`src/rtl/bus_dbg_master_pkg.sv`:
```
// Shared definitions for the serial debug bus initiator: SoC bus field layout,
// debug protocol byte codes and engine state encoding.
package bus_dbg_master_pkg;

  // Initiator side of the SoC bus
  localparam int BUS_FIELD_CLK     = 0;
  localparam int BUS_FIELD_RESET_L = 1;
  localparam int BUS_FIELD_ADDR    = 2;
  localparam int BUS_ADDR_W        = 32;
  localparam int BUS_FIELD_WR_DATA = 34;
  localparam int BUS_DATA_W        = 32;
  localparam int BUS_FIELD_BE      = 66;
  localparam int BUS_BE_W          = 4;
  localparam int BUS_FIELD_RE      = 70;
  localparam int BUS_FIELD_WE      = 71;
  localparam int BUS_IN_WIDTH      = 72;

  // Responder side (OR of all responders)
  localparam int BUS_FIELD_RD_DATA = 0;
  localparam int BUS_FIELD_RD_ACK  = 32;
  localparam int BUS_FIELD_WR_ACK  = 33;
  localparam int BUS_OUT_WIDTH     = 34;

  localparam logic [7:0] DBG_OP_WR = 8'h57;
  localparam logic [7:0] DBG_OP_RD = 8'h52;
  localparam logic [7:0] DBG_ACK   = 8'h06;
  localparam logic [7:0] DBG_NAK   = 8'h15;

  typedef enum logic [2:0] {
    ST_IDLE  = 3'd0,
    ST_ADDR  = 3'd1,
    ST_DATA  = 3'd2,
    ST_REQ   = 3'd3,
    ST_ISSUE = 3'd4,
    ST_WAIT  = 3'd5,
    ST_RESP  = 3'd6
  } dbg_state_t;

  // Big-endian accumulation of a received byte into a 32-bit field
  function automatic logic [31:0] shift_in(input logic [31:0] word, input logic [7:0] b);
    return {word[23:0], b};
  endfunction

endpackage

```
`src/rtl/bus_dbg_master.sv`:
```
// Serial debug bus initiator: parses 'W'/'R' byte commands from a UART byte
// stream, performs one 32-bit bus access and streams the reply bytes back.
module bus_dbg_master
  import bus_dbg_master_pkg::*;
#(
  parameter int TIMEOUT = 1024,
  parameter int TW      = 11
) (
  input  logic                     clk,
  input  logic                     reset_l,
  input  logic [7:0]               rx_data,
  input  logic                     rx_valid,
  output logic                     rx_ready,
  output logic [7:0]               tx_data,
  output logic                     tx_valid,
  input  logic                     tx_ready,
  output logic                     bus_req,
  input  logic                     bus_gnt,
  output logic [BUS_IN_WIDTH-1:0]  bus_in,
  input  logic [BUS_OUT_WIDTH-1:0] bus_out,
  output logic                     busy
);

  localparam logic [TW-1:0] TMR_LOAD = TW'(TIMEOUT - 1);

  dbg_state_t    state;
  logic [31:0]   addr;
  logic [31:0]   wdata;
  logic [31:0]   rsp_sh;
  logic [1:0]    cnt;
  logic          is_wr;
  logic          re;
  logic          we;
  logic [TW-1:0] tmr;

  logic        rx_fire;
  logic        tx_fire;
  logic        ack;
  logic [31:0] rd_data;

  assign rx_fire = rx_valid & rx_ready;
  assign tx_fire = tx_valid & tx_ready;
  assign ack     = bus_out[BUS_FIELD_RD_ACK] | bus_out[BUS_FIELD_WR_ACK];
  assign rd_data = bus_out[BUS_FIELD_RD_DATA +: BUS_DATA_W];
  assign busy    = (state != ST_IDLE);

  always_comb begin
    bus_in                                  = '0;
    bus_in[BUS_FIELD_CLK]                   = clk;
    bus_in[BUS_FIELD_RESET_L]               = reset_l;
    bus_in[BUS_FIELD_ADDR +: BUS_ADDR_W]    = addr;
    bus_in[BUS_FIELD_WR_DATA +: BUS_DATA_W] = wdata;
    bus_in[BUS_FIELD_BE +: BUS_BE_W]        = '1;
    bus_in[BUS_FIELD_RE]                    = re;
    bus_in[BUS_FIELD_WE]                    = we;
  end

  always_ff @(posedge clk or negedge reset_l) begin
    if (!reset_l) begin
      state    <= ST_IDLE;
      rx_ready <= 1'b0;
      tx_valid <= 1'b0;
      tx_data  <= 8'h00;
      bus_req  <= 1'b0;
      re       <= 1'b0;
      we       <= 1'b0;
      addr     <= 32'h0;
      wdata    <= 32'h0;
      rsp_sh   <= 32'h0;
      cnt      <= 2'd0;
      is_wr    <= 1'b0;
      tmr      <= '0;
    end else begin
      case (state)
        ST_IDLE: begin
          rx_ready <= 1'b1;
          if (rx_fire) begin
            cnt <= 2'd0;
            if (rx_data == DBG_OP_WR || rx_data == DBG_OP_RD) begin
              is_wr <= (rx_data == DBG_OP_WR);
              state <= ST_ADDR;
            end else begin
              rx_ready <= 1'b0;
              tx_valid <= 1'b1;
              tx_data  <= DBG_NAK;
              state    <= ST_RESP;
            end
          end
        end
        ST_ADDR, ST_DATA: begin
          if (rx_fire) begin
            if (state == ST_ADDR) addr <= shift_in(addr, rx_data);
            else                  wdata <= shift_in(wdata, rx_data);
            cnt <= cnt + 2'd1;
            if (cnt == 2'd3) begin
              if (state == ST_ADDR && is_wr) begin
                state <= ST_DATA;
              end else begin
                rx_ready <= 1'b0;
                bus_req  <= 1'b1;
                state    <= ST_REQ;
              end
            end
          end
        end
        // Grant seen: strobe goes out on the very next cycle
        ST_REQ: begin
          if (bus_gnt) begin
            re    <= ~is_wr;
            we    <= is_wr;
            tmr   <= TMR_LOAD;
            state <= ST_ISSUE;
          end
        end
        // A zero-wait responder may ack during ISSUE; ack beats timeout expiry
        ST_ISSUE, ST_WAIT: begin
          re <= 1'b0;
          we <= 1'b0;
          if (ack) begin
            tx_valid <= 1'b1;
            state    <= ST_RESP;
            if (is_wr) begin
              tx_data <= DBG_ACK;
              cnt     <= 2'd0;
            end else begin
              tx_data <= rd_data[31:24];
              rsp_sh  <= {rd_data[23:0], 8'h00};
              cnt     <= 2'd3;
            end
          end else if (state == ST_ISSUE) begin
            state <= ST_WAIT;
          end else if (tmr == '0) begin
            tx_valid <= 1'b1;
            tx_data  <= DBG_NAK;
            cnt      <= 2'd0;
            state    <= ST_RESP;
          end else begin
            tmr <= tmr - TW'(1);
          end
        end
        // cnt holds the number of bytes still to send after the current one
        ST_RESP: begin
          if (tx_fire) begin
            if (cnt == 2'd0) begin
              tx_valid <= 1'b0;
              bus_req  <= 1'b0;
              rx_ready <= 1'b1;
              state    <= ST_IDLE;
            end else begin
              tx_data <= rsp_sh[31:24];
              rsp_sh  <= {rsp_sh[23:0], 8'h00};
              cnt     <= cnt - 2'd1;
            end
          end
        end
        default: state <= ST_IDLE;
      endcase
    end
  end

  // The arbiter must keep the grant for as long as the bus is requested
  a_gnt_held: assert property (@(posedge clk) disable iff (!reset_l)
    (bus_req && (state inside {ST_ISSUE, ST_WAIT, ST_RESP})) |-> bus_gnt);

endmodule

```
`config.mk`:
```
export PLATFORM = sky130hd
export DESIGN_NAME = bus_dbg_master
export DESIGN_NICKNAME = d
export VERILOG_FILES = /design/src/rtl/bus_dbg_master_pkg.sv /design/src/rtl/bus_dbg_master.sv
export SDC_FILE = /design/constraint.sdc
export NUM_CORES = 1
export LEC_CHECK = 0
export CAP_MARGIN = 20
export CORE_ASPECT_RATIO = 0.5
export CORE_MARGIN = 5
export CORE_UTILIZATION = 50
export DETAILED_ROUTE_END_ITERATION = 10
export PLACE_DENSITY = 0.86
export SYNTH_ARGS = -nofsm -noshare
export SYNTH_HDL_FRONTEND = slang
export SYNTH_SLANG_ARGS = --single-unit
```
`constraint.sdc`:
```
create_clock -name clk -period 2.9 [get_ports clk]
set_input_delay 0.87 -clock clk [delete_from_list [all_inputs] [get_ports clk]]
set_output_delay 0.87 -clock clk [all_outputs]
set_load 0.01 [all_outputs]
```
==> impl_metrics.yaml, run 1 <==
critical_path:
  cpPeakStageDelay_ns: 0.27
  critPathBufInv: 3
  r2r_start: "tmr[7]"
  cp_max_fo: 2
  cp.required_ns: 2.03
  crit_top_cell: "clkbuf_16"
  ff2ff_setup_slack_ns: 0.51
  worst_path_max_delay_cell: "dlygate4sd2_1"
  r2r-end: "tx_data[5]"
  critPathKind: "clk2out"
  reg2reg_depth: 5
  worstPathCellList: "clkbuf_16 -> clkbuf_16 -> dlygate4sd2_1"
  end_kind: "output port"
  critPathArrivalTime_ns: 1.97
  start_kind: "clock port"
  cpLargestDelayFamily: "buffers and inverters"
grt:
  antenna_found_initial: 0
  grt_pass1_vias: 4442
  overflow: 0
  grt_start_max_net_pins: 119
  track_usage_pct: 23.7
  grt_pass1_wl_mm: 24.0
worst_hold_path:
  hold_class: "reg2reg"
  min_to: "rsp_sh[15]"
  min_from: "rsp_sh[15]"
  hold_path_depth: 2
timing:
  max_slew_margin_pct: 51.9
  finClkSkew_ns: 0.00449
  post-route-worst-setup-slack_ns: 0.0627
  finalSetupViolations: 0
  tightest_slew_ns: 0.715
  finalHoldViolCount: 0
  maxSlewViolCount: 0
  whs_ns: 0.477
  rsz0062_at_grt: "false"
floorplanning:
  fp.dieH_um: 83.4
  die-area_um2: 13100
  die_w_um: 157
  design.core.area_um2: 10400
  rows: 26
  ios: 131
  start_util_pct: 52.0
clock_tree:
  clock_latency_ns: 0.53
  cts_setup_buffers: 0
  cts_tree: "built"
  path_clk_slew_ns: 0.05
cells_and_area:
  n_antenna_cell: 0
  area_delta_synth_final_pct: 41.0
  nNetsFinal: 659
  multi_input_area_um2: 2280
  drive_above_1_share_pct: 22.8
  nFillCells: 683
  regArea_um2: 2950
power:
  leakage_nw: 3.44
  p_switching_mw: 0.835
  powerDensity_nw_per_um2: 550
  power_frac_comb_pct: 3.4
  peakVddDrop_uv: 674
  fin_total_pwr_mw: 4.18
  seqPwrFrac_pct: 39.4
  swShare_pct: 20.0
  p_int_mw: 3.34
  clkPwrFrac_pct: 57.2
synth:
  synth_edf_count: 0
  async_flop_share_pct: 100
  syn_area_um2: 5390
  synth_cell_types: 58
  syn_area_per_cell_um2: 11.6
  synth.area.top_cells: "dfrtp_1 55%, mux2_2 15%, nand2_1 3.8%"
  ys.flop_type: "dfrtp_1"
  yosysTopAreaCellShare_pct: 54.8
  syn_inst: 465
  yosysSeqAreaShare_pct: 54.8
  yosysTopAreaCell: "dfrtp_1"
  synth_seq_cells: 118
  synth-warning-count: 0
route:
  vias_per_cell: 5.56
  drcViolationCount: 0
  wire_per_inst_um: 19.3
  drtIter0Drc: 381
  dr.pass1.iters: 7
  antenna_left: 0
  num_vias: 4243
  wl_mm: 14.7
outcome:
  outcome: "completed"
placed_design:
  hpwl_mm: 9.90
  dp_slack_ns: -0.0675
  place.gp.congestion: 0.871
  portBuffers: 126
job:
  drv_cap: 0
## cells by family after synthesis
family                   share of synthesized area [%]
XOR/XNOR                                          1.14
AO/OA/AOI/OAI                                     9.93
flip-flops                                        54.8
adder cells (fa/ha/maj)                          0.464
buffers and inverters                             3.27
multiplexers                                      18.6
AND/OR/NAND/NOR                                   11.8
other                                           0.0695
## cell type report
cell class / count / share of cell area (%)
clock buffers: 27 / 7.52
clock inverters: 9 / 1.61
inverters: 7 / 0.346
multi-input cells: 314 / 30.0
flip-flops and latches: 118 / 38.8
well taps: 140 / 2.30
repair buffers: 148 / 19.4
## cell usage after synthesis, types with 3 or more instances
| master | count |
|---|---|
| buf_2 | 9 |
| dfrtp_1 | 118 |
| nor2b_1 | 3 |
| mux2i_1 | 17 |
| nor2_1 | 20 |
| a21oi_1 | 16 |
| nor3_1 | 13 |
| nand4_1 | 4 |
| inv_1 | 6 |
| xnor2_1 | 6 |
| mux2_2 | 74 |
| clkbuf_1 | 11 |
| a22oi_1 | 3 |
| buf_4 | 8 |
| nand3_1 | 5 |
| nand2_1 | 54 |
| a22o_1 | 5 |
| and3_1 | 3 |
| nand2b_1 | 4 |
| o21ai_0 | 39 |
## metrics by stage
stage               std cells  instance area, µm²  setup TNS [ns]  utilization [%]
global route              763                7600               0             73.3
finish                    763                7600               0             73.3
CTS                       763                7600               0             73.2
detailed placement        728                6920          -0.487             66.6
floorplan                 468                5400               0                -
global placement          728                6920          -0.209             66.6
## placed cells by master (no fill, tap or decap), types with 6 or more instances in the layout
| cell type | n |
|---|---|
| dfrtp_1 | 118 |
| mux2i_1 | 17 |
| nor3_1 | 12 |
| nand2_1 | 54 |
| clkbuf_16 | 20 |
| inv_1 | 6 |
| o21ai_0 | 39 |
| a21oi_1 | 16 |
| clkdlybuf4s50_1 | 124 |
| buf_4 | 20 |
| mux2_2 | 74 |
| xnor2_1 | 6 |
| nor2_1 | 19 |
## worst max-delay path by stage
stage	startpoint	to	slack, ns	cells after the start
after floorplan	clk	bus_in[0]	0.46	1
after global placement	rx_data[3]	tx_data[0]	-0.03	7
after detailed placement	rx_data[3]	tx_data[5]	-0.07	7
after CTS	state[1]	busy	0.04	4
after global routing	state[1]	busy	0.03	4
final	clk	bus_in[0]	0.06	3
## state kept, by name, indices dropped and copies added (netlist names)
name,flops
addr,32
tmr,11
wdata,32
rx_ready,1
tx_valid,1
rsp_sh,24
re,1
state,3
bus_req,1
tx_data,8
we,1
cnt,2
is_wr,1
## worst register-to-register path: stages, from the launching register on
cell	delay (ns)
dfrtp_1	0.43
or4_4	0.61
nor4_4	0.38
o22ai_2	0.18
a21oi_4	0.29
mux2_2	0.38
## power groups by stage
| stage | clock network (mW) | logic (mW) | registers, mW |
|---|---|---|---|
| floorplan | 0.0284 | 0.0220 | 1.68 |
| global placement | 0.0351 | 0.141 | 1.68 |
| detailed placement | 0.0351 | 0.142 | 1.68 |
| CTS | 2.42 | 0.144 | 1.65 |
| global route | 2.52 | 0.157 | 1.65 |
| finish | 2.39 | 0.142 | 1.65 |
## per-layer routing
layer  routed length (µm)  track usage [%]  up-vias
met5                    0                0        -
met4                  370             10.5        0
met3                  816             6.18       37
met2                 7510             39.0      165
met1                 5990             29.4     2094
li1                     -                -     1947
## timing repair
item	in CTS	in global routing
hold buffers	0	0
resized for setup	1	1
setup endpoints to repair	1	1
Note: power is estimated with default switching activity, not from simulation.
==> inputs of run 2 (changes only) <==
--- a/config.mk
+++ b/config.mk
@@ -10,5 +10,5 @@
 export CORE_MARGIN = 5
-export CORE_UTILIZATION = 50
+export CORE_UTILIZATION = 47
 export DETAILED_ROUTE_END_ITERATION = 10
-export PLACE_DENSITY = 0.86
+export PLACE_DENSITY = 0.81
 export SYNTH_ARGS = -nofsm -noshare
==> constraint.sdc (replaced) <==
create_clock -name clk -period 2.9 [get_ports clk]
set_input_delay 0.29 -clock clk [delete_from_list [all_inputs] [get_ports clk]]
set_output_delay 0.29 -clock clk [all_outputs]
set_load 0.01 [all_outputs]
==> run 2 against run 1 <==
- count of clock-buffer cells in the layout down 2
- critical path depth rose by 1
- final cell count fell by 1.0%
- sequential cell count stayed put
- core utilization shrank 6.2 points
- worst hold slack got worse by 0.16 ns
- cell area fell by 1.9%
- first-iteration DRC count fell by 1.8%
- critical path type is now reg2out
- largest power group unchanged
- highest routed layer unchanged
==> impl_metrics.yaml, run 2 (synthesized netlist as in run 1, its figures left out) <==
cells_and_area:
  drive_above_1_share_pct: 20.8
  layout_common_cells: "125 x clkdlybuf4s50_1, 118 x dfrtp_1, 74 x mux2_2"
  area_delta_synth_final_pct: 38.3
  nFillCells: 825
  final_common_cell: "clkdlybuf4s50_1"
  n_antenna_cell: 0
  nNetsFinal: 648
  fin_cells: 755
  regArea_um2: 2950
  largest_registers: "addr: 32 flops, wdata: 32 flops, rsp_sh: 24 flops"
  multi_input_area_um2: 2280
floorplanning:
  fp.dieH_um: 85.7
  ios: 131
  start_util_pct: 48.5
  design.core.area_um2: 11100
  rows: 27
  die-area_um2: 13800
  die_w_um: 161
route:
  antenna_left: 0
  dr.pass1.iters: 5
  drtIter0Drc: 374
  num_vias: 4165
  wire_per_inst_um: 18.6
  drcViolationCount: 0
  wl_mm: 14.1
  vias_per_cell: 5.52
clock_tree:
  hold_buffers: 1
  clock_latency_ns: 0.52
  cts_setup_buffers: 0
  cts_resized: 0
  cts_tree: "built"
  path_clk_slew_ns: 0.05
critical_path:
  cp.required_ns: 2.61
  critPathArrivalTime_ns: 2.36
  start_kind: "register"
  end_kind: "output port"
  cp_max_fo: 20
  critPathKind: "reg2out"
grt:
  grt_start_max_net_pins: 119
  grt_pass1_vias: 4278
  antenna_found_initial: 0
  use_met2_pct: 35.3
  use_met3_pct: 6.77
  use_met1_pct: 25.8
  busiest_layer: "met2"
  overflow: 0
  grt_pass1_wl_mm: 22.8
  track_usage_pct: 21.1
timing:
  finalHoldViolCount: 0
  finalSetupViolations: 0
  tightest_slew_ns: 0.684
  finClkSkew_ns: 0.00896
  layout_min_cycle_time_ns: 2.65
  max_slew_margin_pct: 53.8
  period_share_pct: 91.3
  finalSetupTns_ns: 0
  rsz0062_at_grt: "false"
  maxSlewViolCount: 0
  fmax_mhz: 378
placed_design:
  place.gp.congestion: 0.867
  placedCellCount: 721
  hpwl_mm: 9.44
  portBuffers: 126
power:
  swShare_pct: 20.6
  p_switching_mw: 0.831
  clkPwrFrac_pct: 56.0
  power_frac_comb_pct: 3.2
  peakVddDrop_uv: 445
  powerDensity_nw_per_um2: 542
  p_int_mw: 3.21
  seqPwrFrac_pct: 40.8
  leakage_nw: 3.34
job:
  drv_cap: 0
worst_hold_path:
  hold_class: "in2reg"
outcome:
  outcome: "completed"
-- run 2: stage by stage --
stage	utilization (%)	hold WS (ns)	instance area, µm²	worst slack, ns	power [mW]
floorplan	-	-0.00559	5400	0.785	1.73
global placement	61.2	0.461	6810	0.570	1.84
detailed placement	61.2	0.470	6810	0.560	1.84
CTS	67.1	0.303	7460	0.280	4.08
global route	67.1	0.327	7460	0.151	4.19
finish	67.1	0.318	7460	0.254	4.04
-- run 2: critical path, stage by stage (launching register included) --
cell and delay (ns):
dfrtp_1 0.61, or2_2 0.44, nor2_1 0.24, inv_1 0.07, clkdlybuf4s50_1 0.48
-- run 2: per-layer routing --
layer  part of all wire, %  wire length, µm  vias up
met4                   1.5              216        0
met2                    49             6900      184
li1                      -                -     1919
met1                    42             5960     2039
met3                   7.0              987       23
met5                     0                0        -
-- run 2: final timing paths --
check                      startpoint    endpoint  slack, ns  cells past startpoint
min                        bus_out[5]  rsp_sh[13]       0.32                      3
min reg2reg                rsp_sh[15]  rsp_sh[15]       0.48                      2
max in group asynchronous     reset_l     tmr[10]       1.91                      3
min in group asynchronous     reset_l  rsp_sh[17]       0.46                      3
max                          state[1]        busy       0.25                      4
max reg2reg                  state[0]  tx_data[4]       0.45                      5
-- run 2: power by group through the flow --
stage	Clock, mW	Combinational [mW]	Sequential, mW
floorplan	0.0284	0.0220	1.68
global placement	0.0351	0.128	1.68
detailed placement	0.0351	0.130	1.68
CTS	2.30	0.132	1.65
global route	2.40	0.143	1.65
finish	2.26	0.130	1.65
-- run 2: cell type report --
cell class,instances,share of cell area (%)
Clock inverter,9,1.39
Tap cell,145,2.43
Inverter,7,0.352
Clock buffer,25,7.32
Sequential cell,118,39.6
Multi-Input combinational cell,314,30.6
Timing Repair Buffer,137,18.3
==> inputs of run 3 (changes only) <==
- HOLD_SLACK_MARGIN: not set -> 0.15
- SKIP_CTS_REPAIR_TIMING: not set -> 1
==> results of run 3 <==
The final DEF is identical to that of run 2; final timing and power are the same.
Among the figures that moved: via count of the first global-routing pass 4278 -> 4268
